## src/rtl/ctrl_sequencer.sv

```systemverilog
// ctrl_sequencer: hardwired Mini-SRC control unit stepping fetch (T0-T2) and execute (T3-T6).
// Optional macro CTRL_STEP_EN adds a Step input and a PAUSE state after each instruction.
module ctrl_sequencer #(
  parameter int OPW        = 5,
  parameter int T1_TIMEOUT = 15
) (
  input  logic        clk,
  input  logic        clr,
  input  logic        Start,
  input  logic [31:0] IR_Data,
  input  logic        Mem_ready,
`ifdef CTRL_STEP_EN
  input  logic        Step,
`endif
  output logic        PC_out,
  output logic        MAR_in,
  output logic        IncPC,
  output logic        Z_in,
  output logic        Zlow_out,
  output logic        Zhigh_out,
  output logic        PC_in,
  output logic        Read,
  output logic        MDR_in,
  output logic        MDR_out,
  output logic        IR_in,
  output logic        Y_in,
  output logic        HI_in,
  output logic        LO_in,
  output logic        Gra,
  output logic        Grb,
  output logic        Grc,
  output logic        R_in,
  output logic        R_out,
  output logic [4:0]  alu_instruction,
  output logic        Running,
  output logic        Halted,
  output logic        Err
);

  localparam int CW = (T1_TIMEOUT < 2) ? 1 : $clog2(T1_TIMEOUT);

  typedef enum logic [3:0] {
    S_IDLE, S_T0, S_T1, S_T2, S_T3, S_T4, S_T5, S_T6,
`ifdef CTRL_STEP_EN
    S_PAUSE,
`endif
    S_HALTED
  } state_t;

  typedef enum logic [2:0] {C_3OP, C_2OP, C_MULDIV, C_NOP, C_HALT, C_ILL} cls_t;

  typedef struct packed {
    logic       pc_out;
    logic       mar_in;
    logic       inc_pc;
    logic       z_in;
    logic       zlow_out;
    logic       zhigh_out;
    logic       read;
    logic       mdr_in;
    logic       mdr_out;
    logic       ir_in;
    logic       y_in;
    logic       hi_in;
    logic       lo_in;
    logic       gra;
    logic       grb;
    logic       grc;
    logic       r_in;
    logic       r_out;
    logic [4:0] alu;
    logic       running;
  } ctl_t;

`ifdef CTRL_STEP_EN
  localparam state_t S_DONE = S_PAUSE;
`else
  localparam state_t S_DONE = S_T0;
`endif

  function automatic cls_t classify(input logic [OPW-1:0] op);
    cls_t k;
    case (5'(op))
      5'b00011, 5'b00100, 5'b00101, 5'b00110, 5'b00111,
      5'b01000, 5'b01001, 5'b01010, 5'b01011: k = C_3OP;
      5'b10001, 5'b10010:                     k = C_2OP;
      5'b10000, 5'b01111:                     k = C_MULDIV;
      5'b11010:                               k = C_NOP;
      5'b11011:                               k = C_HALT;
      default:                                k = C_ILL;
    endcase
    return k;
  endfunction

  // Strobe pattern for a given state; at most one bus driver is ever set.
  function automatic ctl_t decode(input state_t s, input logic [OPW-1:0] op);
    ctl_t c;
    cls_t k;
    c = '0;
    k = classify(op);
    case (s)
      S_T0: begin
        c.pc_out = 1'b1; c.mar_in = 1'b1; c.inc_pc = 1'b1; c.z_in = 1'b1;
      end
      S_T1: begin
        c.zlow_out = 1'b1; c.read = 1'b1; c.mdr_in = 1'b1;
      end
      S_T2: begin
        c.mdr_out = 1'b1; c.ir_in = 1'b1;
      end
      S_T3: begin
        case (k)
          C_3OP:    begin c.grb = 1'b1; c.r_out = 1'b1; c.y_in = 1'b1; end
          C_2OP:    begin c.grb = 1'b1; c.r_out = 1'b1; c.z_in = 1'b1; c.alu = 5'(op); end
          C_MULDIV: begin c.gra = 1'b1; c.r_out = 1'b1; c.y_in = 1'b1; end
          default:  ;
        endcase
      end
      S_T4: begin
        case (k)
          C_3OP:    begin c.grc = 1'b1; c.r_out = 1'b1; c.z_in = 1'b1; c.alu = 5'(op); end
          C_2OP:    begin c.zlow_out = 1'b1; c.gra = 1'b1; c.r_in = 1'b1; end
          C_MULDIV: begin c.grb = 1'b1; c.r_out = 1'b1; c.z_in = 1'b1; c.alu = 5'(op); end
          default:  ;
        endcase
      end
      S_T5: begin
        case (k)
          C_3OP:    begin c.zlow_out = 1'b1; c.gra = 1'b1; c.r_in = 1'b1; end
          C_MULDIV: begin c.zlow_out = 1'b1; c.lo_in = 1'b1; end
          default:  ;
        endcase
      end
      S_T6: begin
        c.zhigh_out = 1'b1; c.hi_in = 1'b1;
      end
      default: ;
    endcase
    c.running = (s == S_T0) || (s == S_T1) || (s == S_T2) || (s == S_T3) ||
                (s == S_T4) || (s == S_T5) || (s == S_T6);
    return c;
  endfunction

  state_t         state_q, state_d;
  logic [OPW-1:0] op_q, op_d;
  logic [CW-1:0]  wait_q, wait_d;
  logic           err_set;
  ctl_t           ctl_q;
  cls_t           cls_q;
  logic           unused_ir;

  assign unused_ir = ^IR_Data[31-OPW:0];
  assign cls_q     = classify(op_q);

  always_comb begin
    state_d = state_q;
    op_d    = op_q;
    wait_d  = '0;
    err_set = 1'b0;
    case (state_q)
      S_IDLE: if (Start) state_d = S_T0;
      S_T0:   state_d = S_T1;
      S_T1: begin
        if (Mem_ready) begin
          state_d = S_T2;
        end else if (wait_q == CW'(T1_TIMEOUT - 1)) begin
          state_d = S_HALTED;
          err_set = 1'b1;
        end else begin
          wait_d = wait_q + CW'(1);
        end
      end
      S_T2: begin
        state_d = S_T3;
        op_d    = IR_Data[31 -: OPW];
      end
      S_T3: begin
        case (cls_q)
          C_3OP, C_2OP, C_MULDIV: state_d = S_T4;
          C_NOP:                  state_d = S_DONE;
          C_HALT:                 state_d = S_HALTED;
          default: begin
            state_d = S_HALTED;
            err_set = 1'b1;
          end
        endcase
      end
      S_T4:     state_d = (cls_q == C_2OP) ? S_DONE : S_T5;
      S_T5:     state_d = (cls_q == C_3OP) ? S_DONE : S_T6;
      S_T6:     state_d = S_DONE;
`ifdef CTRL_STEP_EN
      S_PAUSE:  if (Step) state_d = S_T0;
`endif
      S_HALTED: state_d = S_HALTED;
      default:  state_d = S_IDLE;
    endcase
  end

  // Outputs are registered from the next-state decode so they line up with state_q.
  always_ff @(posedge clk or negedge clr) begin
    if (!clr) begin
      state_q <= S_IDLE;
      op_q    <= '0;
      wait_q  <= '0;
      ctl_q   <= '0;
      Halted  <= 1'b0;
      Err     <= 1'b0;
    end else begin
      state_q <= state_d;
      op_q    <= op_d;
      wait_q  <= wait_d;
      ctl_q   <= decode(state_d, op_d);
      Halted  <= (state_d == S_HALTED);
      Err     <= Err | err_set;
    end
  end

  // PC reload is the only strobe that follows Mem_ready within the same T1 cycle.
  assign PC_in = (state_q == S_T1) && Mem_ready;

  assign PC_out          = ctl_q.pc_out;
  assign MAR_in          = ctl_q.mar_in;
  assign IncPC           = ctl_q.inc_pc;
  assign Z_in            = ctl_q.z_in;
  assign Zlow_out        = ctl_q.zlow_out;
  assign Zhigh_out       = ctl_q.zhigh_out;
  assign Read            = ctl_q.read;
  assign MDR_in          = ctl_q.mdr_in;
  assign MDR_out         = ctl_q.mdr_out;
  assign IR_in           = ctl_q.ir_in;
  assign Y_in            = ctl_q.y_in;
  assign HI_in           = ctl_q.hi_in;
  assign LO_in           = ctl_q.lo_in;
  assign Gra             = ctl_q.gra;
  assign Grb             = ctl_q.grb;
  assign Grc             = ctl_q.grc;
  assign R_in            = ctl_q.r_in;
  assign R_out           = ctl_q.r_out;
  assign alu_instruction = ctl_q.alu;
  assign Running         = ctl_q.running;

endmodule
```

## config.mk

```make
export PLATFORM = sky130hd
export DESIGN_NAME = ctrl_sequencer
export DESIGN_NICKNAME = d
export VERILOG_FILES = /design/src/rtl/ctrl_sequencer.sv
export SDC_FILE = /design/constraint.sdc
export NUM_CORES = 1
export LEC_CHECK = 0
export CORE_ASPECT_RATIO = 1.5
export CORE_UTILIZATION = 47
export CTS_BUF_LIST = sky130_fd_sc_hd__clkbuf_8
export CTS_CLUSTER_DIAMETER = 60
export DETAILED_ROUTE_END_ITERATION = 8
export GPL_TIMING_DRIVEN = 0
export PLACE_DENSITY = 0.82
export SLEW_MARGIN = 20
export SYNTH_ARGS = -nofsm -noshare
export SYNTH_HDL_FRONTEND = slang
export SYNTH_SLANG_ARGS = --single-unit
```

## constraint.sdc

```tcl
create_clock -name clk -period 2.32 [get_ports clk]
set_input_delay 0.232 -clock clk [delete_from_list [all_inputs] [get_ports clk]]
set_output_delay 0.232 -clock clk [all_outputs]
set_load 0.03 [all_outputs]
```

==> results of run 1 <==
==> registers in the layout, summed over array words and instances, names as in the netlist, 4 cells and up <==
signal	count
alu_instruction	5
op_q	5
state_q	4
wait_q	4
==> area by class of cell <==
cell class | count | area [um^2]
fill | 333 | 1380
multi-input combinational | 122 | 843
inverter | 13 | 48.8
buffer | 15 | 100
tap | 43 | 53.8
clock buffer | 6 | 82.6
timing repair buffer | 35 | 344
clock inverter | 2 | 12.5
sequential | 34 | 851
==> layer usage <==
metal	GRT usage	up-vias	wire [um]
met2	0.357	33	2020
met5	0	-	0
met4	0.124	0	116
li1	-	733	-
met1	0.236	705	1480
met3	0.0252	11	86
==> metrics by stage <==
step / hold slack (ns) / utilization / total power, mW / cell area [um^2] / cells
CTS: 0.0139 / 0.629 / 2.96 / 2340 / 270
global placement: 0.482 / 0.603 / 2.47 / 2240 / 262
detailed placement: 0.323 / 0.602 / 2.50 / 2240 / 262
floorplan: -0.0636 / - / 2.02 / 1840 / 184
global route: 0.0498 / 0.629 / 3.15 / 2340 / 270
finish: -0.00877 / 0.629 / 2.93 / 2340 / 270
==> cells by family (layout without fill, tap and decap cells) <==
family	Yosys count	count (layout)	share of synthesized area
AO/OA/AOI/OAI	45	45	0.171
XOR/XNOR	4	4	0.0191
adder cells (fa/ha/maj)	2	2	0.0136
buffers and inverters	28	71	0.0810
flip-flops	34	34	0.463
multiplexers	8	8	0.0517
AND/OR/NAND/NOR	63	63	0.201
==> worst max path at each step <==
stage / start / to / depth (start not counted)
CTS: state_q[1]$_DFF_PN0_ / PC_in / 5
floorplan: state_q[3]$_DFF_PN0_ / Gra$_DFF_PN0_ / 7
global placement: IR_Data[29] / Gra$_DFF_PN0_ / 6
finish: state_q[1]$_DFF_PN0_ / PC_in / 5
detailed placement: IR_Data[29] / Gra$_DFF_PN0_ / 6
global route: state_q[1]$_DFF_PN0_ / alu_instruction[0]$_DFF_PN0_ / 6
==> worst register-to-register path, cell delays in order (launching register included) <==
cell,delay [ns]
dfrtp_1,0.37
buf_6,0.14
and4bb_1,0.29
buf_6,0.14
mux2i_4,0.37
mux2i_1,0.16
or3b_1,0.41
o211ai_1,0.10
==> placed cells by master, fill, tap and decap left out, types with 2 or more instances in the layout <==
cell type	count
a211o_1	3
a211oi_1	3
a21boi_0	3
a21o_1	3
a21oi_1	10
a221o_1	2
and2_1	6
buf_2	5
buf_4	6
buf_6	2
clkbuf_1	2
clkbuf_8	6
clkdlybuf4s50_1	33
dfrtp_1	34
ha_1	2
inv_1	13
mux2_2	2
mux2i_1	5
nand2_1	10
nand2b_1	7
nand3_1	5
nor2_1	14
nor3_1	4
nor4_1	2
nor4b_1	2
o211ai_1	2
o21ai_0	7
o31ai_1	3
xnor2_1	3
==> report_power, final <==
part	leakage, nW	total (mW)	switching (mW)	internal (mW)
Sequential	0.448	0.832	0.0718	0.760
Clock	0.0472	0.446	0.208	0.238
Combinational	0.572	1.66	0.967	0.688
Total	1.07	2.93	1.25	1.69
==> summary.md, run 1 <==
| Metric | Value |
|---|---|
| Worst setup path class | `flop to output port` |
| Fin. Hold Viols | `12` |
| Final ANT Viol Nets | `0` |
| Top Ports | `63` |
| Share of the synthesized area in the top cell type | `0.463` |
| Die area | `approximately 4200 um^2` |
| Final wirelength | `~3.7 mm` |
| Antenna Diode Count | `0` |
| Synth cell count leaders | `dfrtp_1, nor2_1, inv_1` |
| Max IR drop VDD | `0.640 mV` |
| Status | `complete, but fails checks` |
| Root Buffer | `clkbuf_8` |
| Final Skew | `0.00172 ns` |
| Top post-synthesis cells by area | `dfrtp_1, nor2_1, a21oi_1, mux2i_1, inv_1` |
| GRT Residual Overflow | `0` |
| Flop2flop setup slack | `0.25 ns` |
| Core area | `between 3000 and 4000 um^2` |
| Worst R2R End | `Gra$_DFF_PN0_` |
| Max_cap viols | `0` |
| Post-CTS setup buffers | `0` |
| Share of cells above drive strength 1 | `0.119` |
| First-pass detailed-route iteration total | `4` |
| Clk slew on worst S/H paths | `0.07 ns` |
| Cts bufs inserted | `5` |
| CP required | `2.09 ns` |
| Seq/Total Area, Yosys | `0.463` |
| Mean post-synth cell area | `9.99 um^2` |
| Period minus WS final | `2.12 ns` |
| Post-synth top area cell | `dfrtp_1` |
| DR iter-0 viols | `43` |
| Most common cell in the netlist | `dfrtp_1` |
| Number of synthesized flops with an enable pin | `0` |
| Worst slew margin | `0.527` |
| Post-DP HPWL | `2.84 mm` |
| FF+latch count, synth | `34` |
| Pwr/cell area | `roughly 1300 nW/um^2` |
| Failing checks | `hold timing` |
| Main synth FF type | `dfrtp_1` |
| Synth async-reset ratio | `1.00` |
| Highest Clock Rate | `0.473 GHz` |
| Final setup margin | `0.204 ns` |
| Layout area overhead | `27.1%` |
| Worst-Margin Slew | `0.709 ns` |
| Synth warn | `0` |
| WP buf/inv | `2` |
| Starting density of the core | `0.495` |
| Slowest cell delay on critical path | `0.39 ns` |
| Post_cts resized | `2` |
| Largest net degree at the start of global routing | `35` |
| # nets final | `around 260` |
| DP Worst Slack | `0.0224 ns` |
| Worst EP arrival | `1.88 ns` |
| Finish-stage setup viols | `0` |
| Vias per inst | `5.49` |
| Hold/Removal Path Class | `input pin to asynchronous set/reset pin` |
| Worst-case reg-to-reg path depth | `7` |
| Vias | `1482` |
| CP Max Fanout | `9` |
| Fin. max-slew vios | `0` |
| Slowest CP cell | `dlygate4sd2_1` |
| Die height | `78.6 um` |
| RSZ-0062 raised after global routing | `false` |
| CTS Hold Buffers Added | `0` |
| Max Buffers Root-to-Sink | `2` |
| GPL Wtd Cong | `0.806` |
| Synthesized cell area | `1840 um^2` |
| First-pass GRT wire length | `6.31 mm` |
| Setup TNS | `0 ns` |
| Synthesized Nets | `222` |
| Gr usage total | `0.208` |
| Hold slack | `-0.00877 ns` |
| Worst path cell trace | `clkbuf_2 -> or2b_1 -> nor3_2 -> and2_1 -> dlygate4sd2_1` |
| # DRC | `0` |
| Routed len/inst | `between 10 and 15 um` |
| Tcrit/Tclk final | `0.912` |
| Initial antenna violation count | `0` |
| CP delay by family, top | `simple AND/OR/NAND/NOR gates` |
| Latest clock arrival within the worst-skew pair | `0.28 ns` |
| Die W | `53.1 um` |
| Worst r2r src | `state_q[3]$_DFF_PN0_` |
| Number of global-route vias before repair | `~1400` |
| H-Tree Depth | `2` |
| Setup crit end kind | `output port` |
| Leakage | `between 1 and 1.5 nW` |
| Critical Path Source Type | `flop` |
| Clock tree from TritonCTS | `done` |
| Syn Inst Count | `184` |
| PortBufs | `35` |
| Yosys cell types | `51` |
| Row count | `27` |
| CTS sink cnt | `34` |
Power figures use the tool's default switching activity.
==> run 2, diff against run 1 <==
CTS_CLUSTER_DIAMETER = 40   (was 60)
==> results of run 2 <==
The final DEF is identical to that of run 1; final timing and power are the same.
